## config.mk

```make
export PLATFORM = sky130hd
export DESIGN_NAME = dffnrnq_pipe
export DESIGN_NICKNAME = d
export VERILOG_FILES = /design/src/rtl/dffn_pkg.sv /design/src/rtl/dffnrnq_stage.sv /design/src/rtl/dffnrnq_pipe.sv
export SDC_FILE = /design/constraint.sdc
export NUM_CORES = 1
export LEC_CHECK = 0
export ABC_CLOCK_PERIOD_IN_PS = 2000
export CORE_MARGIN = 3
export CORE_UTILIZATION = 46
export DETAILED_ROUTE_END_ITERATION = 6
export HOLD_SLACK_MARGIN = 0.02
export PLACE_DENSITY = 0.76
export SETUP_SLACK_MARGIN = 0.3
export SLEW_MARGIN = 20
export SYNTH_ARGS = -nofsm -noshare
export SYNTH_HDL_FRONTEND = slang
export SYNTH_SLANG_ARGS = --single-unit
```

## constraint.sdc

```tcl
create_clock -name CLKN -period 2 [get_ports CLKN]
set_clock_uncertainty 0.2 [all_clocks]
set_input_delay 0.5 -clock CLKN [delete_from_list [all_inputs] [get_ports CLKN]]
set_output_delay 0.5 -clock CLKN [all_outputs]
set_load 0.02 [all_outputs]
```

## src/rtl/dffn_pkg.sv

```systemverilog
// rtl/dffn_pkg.sv - shared limits and occupancy-width helper for the falling-edge pipe
package dffn_pkg;

  localparam int WIDTH_MAX = 32;
  localparam int DEPTH_MAX = 16;

  // Bits needed to count 0..depth occupied stages.
  function automatic int occ_width(input int depth);
    return $clog2(depth + 1);
  endfunction

endpackage

```

## src/rtl/dffnrnq_stage.sv

```systemverilog
// rtl/dffnrnq_stage.sv - one falling-edge data stage with valid tag, enable and scan muxing
module dffnrnq_stage
  import dffn_pkg::*;
#(
  parameter int WIDTH = 4
) (
  input  logic             clkn,
  input  logic             rn,
  input  logic             en,
  input  logic             se,
  input  logic             flush,
  input  logic [WIDTH-1:0] d,
  input  logic             vin,
  input  logic             si,
  output logic [WIDTH-1:0] q,
  output logic             qv,
  output logic             qv_nxt
);

  logic [WIDTH-1:0] shift_val;
  logic [WIDTH-1:0] q_nxt;

  // Scan moves every bit one place towards the MSB, si landing in bit0.
  if (WIDTH == 1) begin : g_shift_1
    assign shift_val = si;
  end else begin : g_shift_n
    assign shift_val = {q[WIDTH-2:0], si};
  end

  always_comb begin
    q_nxt = q;
    if (se) begin
      q_nxt = shift_val;
    end else if (en) begin
      q_nxt = d;
    end
  end

  always_comb begin
    qv_nxt = qv;
    if (flush) begin
      qv_nxt = 1'b0;
    end else if (!se && en) begin
      qv_nxt = vin;
    end
  end

  always_ff @(negedge clkn or negedge rn) begin
    if (!rn) begin
      q  <= '0;
      qv <= 1'b0;
    end else begin
      q  <= q_nxt;
      qv <= qv_nxt;
    end
  end

endmodule

```

## src/rtl/dffnrnq_pipe.sv

```systemverilog
// rtl/dffnrnq_pipe.sv - DEPTH-stage falling-edge pipeline with valid tags, flush, scan chain and occupancy count
module dffnrnq_pipe
  import dffn_pkg::*;
#(
  parameter int WIDTH = 4,
  parameter int DEPTH = 3
) (
  input  logic                         CLKN,
  input  logic                         RN,
  input  logic [WIDTH-1:0]             D,
  input  logic                         VIN,
  input  logic                         EN,
  input  logic                         FLUSH,
  input  logic                         SE,
  input  logic                         SI,
  output logic [WIDTH-1:0]             Q,
  output logic                         QV,
  output logic                         SO,
  output logic [occ_width(DEPTH)-1:0]  OCC
);

  localparam int OW = occ_width(DEPTH);

  if (WIDTH < 1 || WIDTH > WIDTH_MAX) begin : g_bad_width
    $fatal(1, "dffnrnq_pipe: WIDTH out of range 1..32");
  end
  if (DEPTH < 1 || DEPTH > DEPTH_MAX) begin : g_bad_depth
    $fatal(1, "dffnrnq_pipe: DEPTH out of range 1..16");
  end

  logic [WIDTH-1:0] stg_d [DEPTH];
  logic [WIDTH-1:0] stg_q [DEPTH];
  logic [DEPTH-1:0] stg_vi;
  logic [DEPTH-1:0] stg_si;
  logic [DEPTH-1:0] stg_v;
  logic [DEPTH-1:0] stg_vn;

  for (genvar k = 0; k < DEPTH; k++) begin : g_stage
    // Stage 0 takes the pipe inputs; later stages chain off their predecessor,
    // including the scan link from the previous stage's MSB.
    if (k == 0) begin : g_head
      assign stg_d[k]  = D;
      assign stg_vi[k] = VIN;
      assign stg_si[k] = SI;
    end else begin : g_body
      assign stg_d[k]  = stg_q[k-1];
      assign stg_vi[k] = stg_v[k-1];
      assign stg_si[k] = stg_q[k-1][WIDTH-1];
    end

    dffnrnq_stage #(
      .WIDTH (WIDTH)
    ) u_stage (
      .clkn   (CLKN),
      .rn     (RN),
      .en     (EN),
      .se     (SE),
      .flush  (FLUSH),
      .d      (stg_d[k]),
      .vin    (stg_vi[k]),
      .si     (stg_si[k]),
      .q      (stg_q[k]),
      .qv     (stg_v[k]),
      .qv_nxt (stg_vn[k])
    );
  end

  // Count the next valid vector so OCC lands on the same edge as the tags.
  logic [OW-1:0] occ_nxt;

  always_comb begin
    occ_nxt = '0;
    for (int i = 0; i < DEPTH; i++) begin
      occ_nxt = occ_nxt + OW'(stg_vn[i]);
    end
  end

  always_ff @(negedge CLKN or negedge RN) begin
    if (!RN) begin
      OCC <= '0;
    end else begin
      OCC <= occ_nxt;
    end
  end

  assign Q  = stg_q[DEPTH-1];
  assign QV = stg_v[DEPTH-1];
  assign SO = stg_q[DEPTH-1][WIDTH-1];

endmodule

```

-- Yosys cells after proc, flatten, opt, wreduce, memory -nomap -nowiden
Index checks and enable logic that the tools add are counted.
W data, S select, Z words.
- register bits: 17
- input port bits: 11
- output and inout port bits: 8
- word-level logic and storage cells: 24
- $add $sub $neg: 2
- mux-type cells: 12
- reduce and logical (&&, ||, !) cells: 3
- operators by type and width (cell ; number):
    $mux W4 ; 6
    $mux W1 ; 6
    $add A1 B1 Y2 ; 1
    $add A2 B1 Y2 ; 1
    $reduce_bool A2 Y1 ; 1
    $logic_and A1 B1 Y1 ; 1
    $logic_not A1 Y1 ; 1

-- Depth between registers and ports, before layout
Gate-level depths: netlist of the first run.
- depth after elaboration: 6
- mapped depth: 4
- gate-level depth less buffers: 4

-- Hierarchy
Synthesis of the first run repeated with hierarchy kept, for this count alone.
- cells, all modules: 70
- area total of the unflattened synthesis: 817.0 um2
- by module, submodules not included (module ; instances ; cells an instance ; area each (um2) ; seq. area each (um2)):
    dffnrnq_stage ; 3 ; 22 ; 246.5 ; 125.1
    dffnrnq_pipe ; 1 ; 4 ; 77.6 ; 50.0

==> results of run 1 <==
-- metal layers --
| layer | up-vias | GRT usage, % |
|---|---|---|
| li1 | 284 | - |
| met1 | 293 | 23.6 |
| met2 | 19 | 37.9 |
| met3 | 4 | 3.52 |
| met4 | 0 | 11.9 |
| met5 | - | 0 |
-- through the flow --
stage          instances  TNS [ns]  power [uW]  util, %  area [um^2]
6_report             112     -9.03         861     84.5         1200
3_3_place_gp         102    -22.61         610     70.6         1000
5_1_grt              112     -9.79         903     84.5         1200
4_1_cts              111     -7.61         834     80.8         1140
3_5_place_dp         102    -23.09         617     70.6         1000
2_1_floorplan         65     -6.09         519        -          776
-- power groups by stage --
stage	sequential, uW	combinational, uW	clock, uW
2_1_floorplan	437	82.4	0
3_3_place_gp	419	191	0
3_5_place_dp	421	196	0
4_1_cts	419	223	193
5_1_grt	431	262	210
6_report	426	244	191
-- flip-flops by register name, indices dropped and copies added (netlist names) --
name and cells:
OCC 2, g_stage.u_stage.q 12, g_stage.u_stage.qv 3
-- layout by cell type (no fill, tap or decap), drive strengths merged --
cell type,instances
mux2i,15
o21ai,12
nor2b,1
clkdlybuf4s50,1
bufbuf,1
dfrtn,17
nor2,3
fa,1
clkbuf,4
dlygate4sd2,7
nand2,12
buf,23
-- cell families after synthesis --
| family | Yosys count | share of synthesized area [%] |
|---|---|---|
| muxes | 15 | 19.9 |
| DFF | 17 | 56.4 |
| buffers and inverters | 4 | 3.81 |
| adders and majority gates | 1 | 2.65 |
| and+or+nand+nor | 16 | 9.29 |
| AOI/OAI and AO/OA | 12 | 7.96 |
-- what timing repair did --
item | 4_1_cts | 5_1_grt
cloned | 2 | 0
resized for setup | 76 | 8
buffers inserted | 3 | 1
pin swaps | 9 | 8
endpoints found under the setup margin | 42 | 25
-- final cells by class --
| type | count | area, um^2 |
|---|---|---|
| flip-flops and latches | 17 | 425 |
| repair buffers | 32 | 370 |
| multi-input cells | 44 | 355 |
| fillers | 85 | 219 |
| clock buffers | 4 | 26.3 |
| well taps | 15 | 18.8 |
-- worst max path at each step --
stage / startpoint / end / slack (ns) / cells past startpoint
3_3_place_gp: EN / OCC[0] / -1.26 / 5
2_1_floorplan: EN / OCC[0] / -0.73 / 4
6_report: g_stage[2].u_stage.q[0] / Q[0] / -0.60 / 1
5_1_grt: g_stage[2].u_stage.q[3] / SO / -0.64 / 1
3_5_place_dp: EN / OCC[0] / -1.32 / 5
4_1_cts: g_stage[2].u_stage.q[3] / SO / -0.59 / 1
==> results by group, run 1 <==
Timing
  • Final hold viol count: 0
  • RSZ-0062 raised after global routing: yes
  • Worst Slack Setup Final: -0.603 ns
  • Worst-margin pin slew: 0.223 ns
  • Final Max Slew Viols: 0
  • Max-slew headroom: 85.2%
  • Final hold slack: ~0.28 ns
  • Final setup viols: 25

Finish
  • Final nets: 110
  • Area delta synth->final: 58.5%
  • ANT cells: 0
  • Layout cells sized above 1: 38.1%

Detailed routing
  • Met3 Routed Length: 81 um
  • First DRT Iteration DRCs: 18
  • Vias/cell: between 5 and 6
  • Met1 WL: approximately 750 um
  • WL met2: between 1000 and 1500 um
  • DRC: 0
  • Routed wire length: about 2000 um
  • ANT nets after route: 0
  • Routed length per instance: 17.5 um
  • Drt pass-1 iters: 5
  • Top sig layer: met4
  • Vias: 600

Power
  • Clock power share: 22.2%
  • Logic pwr share: between 20% and 30%
  • Max VDD drop: around 0.63 mV
  • Seq pwr share: 49.5%
  • NetSw: approximately 260 uW
  • Pint: 601 uW
  • Pwr/cell area: 720 nW/um^2
  • Leak Pwr: 0.000576 uW
  • Sw frac: a little under a third

Die
  • Full die area: between 2000 and 2500 um^2
  • Rows: 13
  • # IOs: 19
  • Die height: 46.5 um
  • Die width: approximately 47 um
  • Core Box Area: around 1400 um^2
  • Initial Util: 53.3%

Worst setup path
  • Startpoint types: register
  • Critical Path AT: ~1.9 ns
  • CP Cell Sequence: buf_6
  • CP required: about 1.3 ns
  • Reg-to-Reg End: OCC[0]
  • CP Buf/Inv Count: 1
  • Reg2reg setup slack: between 0.4 and 0.5 ns
  • Crit path kind: reg2out
  • CP max stage cell: dfrtn_1
  • CP max FO: 2
  • Worst setup EP type: primary output
  • Crit path largest cell delay: about 0.46 ns
  • Top cell family by delay on the critical path: flip-flops
  • R2R depth: 4
  • RR Startpoint: g_stage[2].u_stage.qv

Place
  • DP Worst Slack: -1.32 ns
  • IO Port Bufs: 18
  • RePlAce Congestion: 0.724

Synthesis
  • Synth cell count leaders: 17 x dfrtn_1, 15 x mux2i_1, 12 x nand2_1
  • Post-synthesis sequential area ratio: between 50 and 60%
  • Dominant cell type by area after synthesis: dfrtn_1
  • Mapped Avg Cell Area: between 10 and 15 um^2
  • FF+latch count, synth: 17
  • Asr flop ratio synth: between 90% and 100%
  • Net Count, Synth: 77
  • Most frequent cell after synthesis: dfrtn_1
  • Synthesized instance count: 65
  • Predominant post-synthesis flop cell: dfrtn_1
  • Post-Syn Area: between 700 and 800 um^2
  • EDFF count, synth: 0
  • Yosys top cell area share: 56.4%
  • Synth Warn #: 0
  • Yosys cell types: 11
  • Top cells by area, synth: dfrtn_1 56%, mux2i_1 20%, o21ai_1 6.6%

Hold path
  • Hold Path Depth: 2
  • HP Class: reg2reg
  • Hold EP: g_stage[2].u_stage.q[0]
  • Hold path startpoint: g_stage[1].u_stage.q[3]

CTS
  • Clk buf depth: 2
  • CTS sink count: 17
  • Hold_buf cts: 0
  • Clk_lat worst skew: roughly 0.3 ns
  • CTS buffer count: 3
  • H-tree depth: 1
  • Worst-path clk slew: about 0.070 ns
  • CTS tree: built
  • Root Driver: clkbuf_4

Run
  • Max Cap Viol: 0

GRT
  • Initial antenna violation count: 0
  • First-pass GRT wire length: 3010 um
  • Vias in the first global route: 650
  • All-layer global routing usage: around a fifth
  • Grt ovf: 0
  • Largest net degree at the start of global routing: 25

Outcome
  • Failing checks: setup timing
  • Status: finished with violations
Note: power is estimated with default switching activity, not from simulation.
==> run 2, diff against run 1 <==
- RECOVER_POWER: unset -> 50
==> run 2 against run 1 <==
Against the previous run: the run still ends with setup timing left; clock power barely moved; via count rose by 0.33%; count of clock-buffer cells in the layout stayed put; non-clock buffer count did not move; critical path depth unchanged; flip-flop and latch count is the same; global-route usage did not move; wire length is 0.46% lower; worst hold slack is the same; highest routed layer unchanged.
==> results by group, run 2 (synthesis results as in run 1) <==
GRT
  • GR Util met2: 37.9% (unchanged)
  • First-pass GRT wire length: 3010 um (unchanged)
  • Largest net degree at the start of global routing: 25 (unchanged)
  • Met3 usage: 3.52% (unchanged)
  • All-layer global routing usage: 21.3% (unchanged)
  • Grt ovf: 0 (unchanged)
  • GRT Max-Usage Layer: met2
  • Vias in the first global route: 650 (unchanged)
  • Met1 usage: 23.6% (unchanged)
  • Initial antenna violation count: 0 (unchanged)

Die
  • Die height: 46.5 um (unchanged)
  • Full die area: 2160 um^2 (unchanged)
  • Initial Util: 53.3% (unchanged)
  • Core Box Area: 1420 um^2 (unchanged)
  • # IOs: 19 (unchanged)
  • Die width: 46.5 um (unchanged)
  • Rows: 13 (unchanged)

Worst setup path
  • CP max stage cell: dfrtn_1
  • CP max FO: 2 (unchanged)
  • Crit path largest cell delay: 0.46 ns (about the same)
  • Startpoint types: register
  • Critical Path AT: 1.90 ns (about the same)
  • CP Buf/Inv Count: 1 (unchanged)
  • Worst setup EP type: primary output
  • Top cell family by delay on the critical path: flip-flops
  • CP Cell Sequence: buf_6
  • Crit path kind: reg2out
  • CP required: 1.30 ns (about the same)

CTS
  • CTS buffer count: 3 (unchanged)
  • H-tree depth: 1 (unchanged)
  • Root Driver: clkbuf_4
  • Clk_lat worst skew: 0.30 ns (about the same)
  • CTS tree: built
  • Worst-path clk slew: 0.07 ns (about the same)
  • CTS sink count: 17 (unchanged)
  • Clk buf depth: 2 (unchanged)
  • Hold_buf cts: 0 (unchanged)

Power
  • Sw frac: 30.3% (+0.063 points)
  • Power Total: 857 uW (-0.48%)
  • Pwr/cell area: 726 nW/um^2 (+0.89%)
  • Clock power share: 22.3% (about the same)
  • Seq pwr share: 49.7% (+0.2 points)
  • Leak Pwr: 0.000568 uW (-1.4%)
  • NetSw: 259 uW (-0.28%)
  • Logic pwr share: 28.0% (-0.3 points)
  • Max VDD drop: 0.621 mV (-0.81%)
  • Pint: 597 uW (-0.57%)

Timing
  • Worst-margin pin slew: 0.513 ns (+0.290 ns)
  • RSZ-0062 raised after global routing: yes
  • Final Max Slew Viols: 0 (unchanged)
  • Final hold viol count: 0 (unchanged)
  • Max-slew headroom: 65.8% (-19 points)
  • Final hold slack: 0.275 ns (unchanged)
  • Final setup viols: 25 (unchanged)
  • Worst Slack Setup Final: -0.603 ns (unchanged)

Finish
  • Largest regs: g_stage.u_stage.q x12, g_stage.u_stage.qv x3, OCC x2
  • Final nets: 110 (unchanged)
  • Final design utilization: 83.4% (-1.1 points)
  • Post-route cell area: 1180 um^2 (-1.4%)
  • ANT cells: 0 (unchanged)
  • Most frequent cells in the layout: 17 x dfrtn_1, 12 x nand2_1, 11 x mux2i_1, 11 x o21ai_1
  • Most common cell after layout, fill and taps aside: dfrtn_1
  • Layout cells sized above 1: 37.1% (-1.0 points)
  • Largest register FFs: 12 (unchanged)
  • Most flops, register: g_stage.u_stage.q
  • Area delta synth->final: 56.4%

Place
  • DP Worst Slack: -1.32 ns (unchanged)
  • Post-placement cell area: 1000 um^2 (unchanged)
  • IO Port Bufs: 18 (unchanged)
  • RePlAce Congestion: 0.724 (unchanged)

Detailed routing
  • Drt pass-1 iters: 5 (unchanged)
  • First DRT Iteration DRCs: 18 (unchanged)
  • Routed length per instance: 17.4 um (-0.46%)
  • Routed wire length: 1950 um (-0.46%)
  • Vias: 602 (+0.33%)
  • DRC: 0 (unchanged)
  • Vias/cell: 5.38 (+0.33%)
  • ANT nets after route: 0 (unchanged)

Run
  • Max Cap Viol: 0 (unchanged)

Hold path
  • HP Class: reg2reg

Outcome
  • Status: finished with violations
  • Failing checks: setup timing
run 2: cell count changes in the layout (fill, tap and decap cells not counted):
cell	previous run	this run
clkbuf_1	1	2
buf_12	2	1
run 2: per-stage QoR:
| stage | cells | setup TNS (ns) |
|---|---|---|
| global route | 112 | -9.79 |
| detailed placement | 102 | -23.09 |
| CTS | 111 | -7.61 |
| floorplan | 65 | -6.09 |
| global placement | 102 | -22.61 |
| finish | 112 | -9.03 |
run 2: power by group through the flow:
stage	sequential (uW)	combinational, uW	clock, uW
3_5_place_dp	421	196	0
4_1_cts	419	223	193
5_1_grt	431	258	210
6_report	426	239	191
3_3_place_gp	419	191	0
2_1_floorplan	437	82.4	0
run 2: area by class of cell:
type | instances | area [um^2]
fill | 88 | 235
timing repair buffer | 32 | 354
tap | 15 | 18.8
clock buffer | 4 | 26.3
sequential | 17 | 425
multi-input combinational | 44 | 355
run 2: final timing paths:
| path | startpoint | to | slack, ns | cells after the start |
|---|---|---|---|---|
| setup / recovery | g_stage[2].u_stage.q[0] | Q[0] | -0.60 | 1 |
| hold / removal | g_stage[1].u_stage.q[3] | g_stage[2].u_stage.q[0] | 0.28 | 2 |
| setup reg to reg | g_stage[2].u_stage.qv | OCC[0] | 0.44 | 4 |
| hold reg to reg | g_stage[1].u_stage.q[3] | g_stage[2].u_stage.q[0] | 0.28 | 2 |
| max in group asynchronous | RN | OCC[0] | 0.14 | 2 |
| min in group asynchronous | RN | g_stage[0].u_stage.q[3] | 1.06 | 2 |
run 2: metal layers:
metal  routed length, um  share of wire (%)
met1                 735                 38
met2                1100                 56
met3                  81                4.2
met4                  33                1.7
met5                   0                  0
run 2: timing repair:
action,CTS,global route
gates resized for setup,76,8
setup endpoints to repair,42,25
cloned,2,0
pin swaps,9,8
setup buffers,3,1
